--- config.mk ---
export PLATFORM = sky130hd
export DESIGN_NAME = delay_line
export DESIGN_NICKNAME = d
export VERILOG_FILES = /design/src/rtl/delay_line.sv
export SDC_FILE = /design/constraint.sdc
export NUM_CORES = 1
export LEC_CHECK = 0
export CAP_MARGIN = 20
export CORE_AREA = 10 10 47 49
export CTS_CLUSTER_SIZE = 12
export DETAILED_ROUTE_END_ITERATION = 8
export DIE_AREA = 0 0 57 59
export RECOVER_POWER = 25
export SKIP_LAST_GASP = 1
export SYNTH_ARGS = -nofsm -noshare
export SYNTH_HDL_FRONTEND = slang
export SYNTH_SLANG_ARGS = --single-unit
--- constraint.sdc ---
create_clock -name clk -period 0.8 [get_ports clk]
set_clock_uncertainty 0.1 [all_clocks]
set_input_delay 0.12 -clock clk [delete_from_list [all_inputs] [get_ports clk]]
set_output_delay 0.12 -clock clk [all_outputs]
set_load 0.005 [all_outputs]
--- src/rtl/delay_line.sv ---
// Fixed-depth shift register of {valid, data}; DEPTH=0 is a wire.
// Ports: clk, rst_n, flush (sync, clears valids), in_*/out_* tagged data.
module delay_line #(
  parameter int DW    = 8,
  parameter int DEPTH = 1
) (
  input  logic          clk,
  input  logic          rst_n,
  input  logic          flush,
  input  logic          in_valid,
  input  logic [DW-1:0] in_data,
  output logic          out_valid,
  output logic [DW-1:0] out_data
);

  if (DEPTH == 0) begin : g_pass
    logic unused;
    assign unused    = ^{clk, rst_n, flush};
    assign out_valid = in_valid;
    assign out_data  = in_data;
  end else begin : g_sr
    logic [DEPTH-1:0] vld;
    logic [DW-1:0]    dat [DEPTH];

    always_ff @(posedge clk or negedge rst_n) begin
      if (!rst_n) begin
        vld <= '0;
        for (int i = 0; i < DEPTH; i++) begin
          dat[i] <= '0;
        end
      end else begin
        vld[0] <= flush ? 1'b0 : in_valid;
        dat[0] <= in_data;
        for (int i = 1; i < DEPTH; i++) begin
          vld[i] <= flush ? 1'b0 : vld[i-1];
          dat[i] <= dat[i-1];
        end
      end
    end

    assign out_valid = vld[DEPTH-1];
    assign out_data  = dat[DEPTH-1];
  end

endmodule

==> out/qor.csv <==
metric,value,unit
result of the run,"finished, violations left",
violations in the final reports,setup timing,
number of buffers inserted by port buffering,20,
setup repair after global routing missed its margin,yes,
total global routing overflow,0,
core area,1400,um2
finished layout cell area,440,um2
initial core utilization,0.171,
fin crit share,1.20,
Cell Pwr Density,2050,nW/um2
arrival time of data at the critical path endpoint,0.74,ns
cell with the largest stage delay on the worst path,dfrtp_1,
area enclosed by the die boundary,3360,um2
number of remaining DRC errors,0,
Num CTS Buffers,3,
capturing element type of the critical path,primary output,
number of nets still failing antenna checks after routing,0,
number of distinct library cells after synthesis,2,
min cycle time layout,0.958,ns
number of warning messages in the yosys log,0,
mapped cell area,239,um2
floorplan die width,57,um
Syn Nets,22,
crit-path max FO,1,
number of global-route vias before repair,242,
layout overhead on the synthesized area,84.3,%
portion of the post-synthesis area used by sequential elements,0.942,
setup TNS after final layout,-1.36,ns
Filler Cells Inserted,161,
largest net degree at the start of global routing,10,
final hold violations,0,
count of standard-cell rows,14,
Total Routed Length,724,um
Maximum Capacitance Violations,0,
post-synthesis instance total,10,
Routed wire per std cell,14.5,um
First DRT Iteration DRCs,0,
type of the most critical hold path,in -> async,
Crit path largest cell delay,0.36,ns
gpl congestion,0.784,
Max transition margin,0.753,
met2 Resource Use GR,0.0403,
overall via count from detail_route,182,
Final Total Pwr,0.000905,W
overall routing resource usage,0.0497,
worst-path cell chain,buf_2,
pin slew with the least headroom to its limit,0.369,ns
Inserted Diodes,0,
global-route met1 utilization,0.0559,
initial antenna violation count,0,
highest-utilization routing layer at the global route stage,met4,
Chip Height,59,um
startpoint-to-endpoint class of the critical path,reg -> out,
final hold slack,0.0485,ns
worst supply voltage drop on vdd,0.000503,V
worst-case setup margin in the final layout,-0.158,ns
achievable frequency,1.04,GHz
Max clock buf depth,2,
CTS root buf,clkbuf_4,
Crit path max-delay family,flip-flops,
mean instance size in the synthesized netlist,23.9,um2
number of hold buffers added after cts,0,
GR Util met3,0.0451,
first-pass GRT wire length,1140,um
number of buffer and inverter stages on the critical path,1,
kind of start point of the critical path,register,
Pins Over Slew Limit,0,
count of endpoints failing setup in the final report,9,
count of nets after finishing,47,
number of ports placed on the die boundary,21,
required time of the critical path,0.58,ns
register bit count reported by yosys,9,
fraction of layout instances using a drive strength above 1,0.382,
H-tree lvl count,1,
1st-pass router iterations,1,
CTS tree,done,
placement-stage cell area,459,um2
via/cell ratio,3.64,
Clock Pin Slew Worst Setup and Hold Paths,0.05,ns
clock sinks,9,
LEAKAGE,0.209,nW
==> through the flow <==
stage / setup slack (ns) / instances / utilization
after CTS: -0.172 / 50 / 0.314
after floorplan: 0.231 / 10 / -
after global placement: -0.231 / 46 / 0.328
final: -0.158 / 50 / 0.314
after global routing: -0.206 / 50 / 0.314
after detailed placement: -0.240 / 46 / 0.328
==> cell usage after synthesis, drive strengths merged <==
| cell | number | area share |
|---|---|---|
| nor2b | 1 | 0.058 |
| dfrtp | 9 | 0.94 |
==> power breakdown <==
part / internal (W) / switching, W
Combinational: 0.0000618 / 0.0000309
Clock: 0.000191 / 0.000138
Sequential: 0.000478 / 0.00000548
Total: 0.000731 / 0.000174
==> per-layer routing <==
| layer | up-vias | share of wire |
|---|---|---|
| met2 | 25 | 0.26 |
| met3 | 4 | 0.22 |
| li1 | 77 | - |
| met5 | - | 0 |
| met1 | 76 | 0.47 |
| met4 | 0 | 0.055 |
==> cells in the final DEF (no fill, tap or decap), drive strengths merged <==
cell type / n
buf: 9
clkbuf: 4
clkdlybuf4s50: 7
dfrtp: 9
dlygate4sd3: 4
nor2b: 1
==> state kept, by name, summed over array words and instances, names as in the netlist <==
name / cells
out_data: 8
out_valid: 1
==> worst paths after layout <==
path | from | endpoint | slack (ns) | depth (start not counted)
setup / recovery | out_data[7]$_DFF_PN0_ | out_data[7] | -0.16 | 1
max in group asynchronous | rst_n | out_valid$_DFF_PN0_ | 0.29 | 1
hold / removal | rst_n | out_data[3]$_DFF_PN0_ | 0.05 | 1
min in group clk | in_data[1] | out_data[1]$_DFF_PN0_ | 0.21 | 1
==> cell type report <==
class | instances | area [um2] | area share
Clock buffer | 4 | 26.3 | 0.0597
Multi-Input combinational cell | 1 | 13.8 | 0.0313
Sequential cell | 9 | 225 | 0.511
Tap cell | 16 | 20.0 | 0.0455
Timing Repair Buffer | 20 | 155 | 0.352
==> logic make-up (layout without fill, tap and decap cells) <==
| group | Yosys count | count (layout) | synth area share |
|---|---|---|---|
| AND/OR/NAND/NOR | 1 | 1 | 0.0576 |
| buffers and inverters | 0 | 24 | 0 |
| flip-flops | 9 | 9 | 0.942 |
==> repair_timing <==
action	in CTS	in global routing
resized for setup	36	0
setup endpoints to repair	9	9
pin swaps	0	0
buffers inserted	0	0
Power figures use the tool's default switching activity.
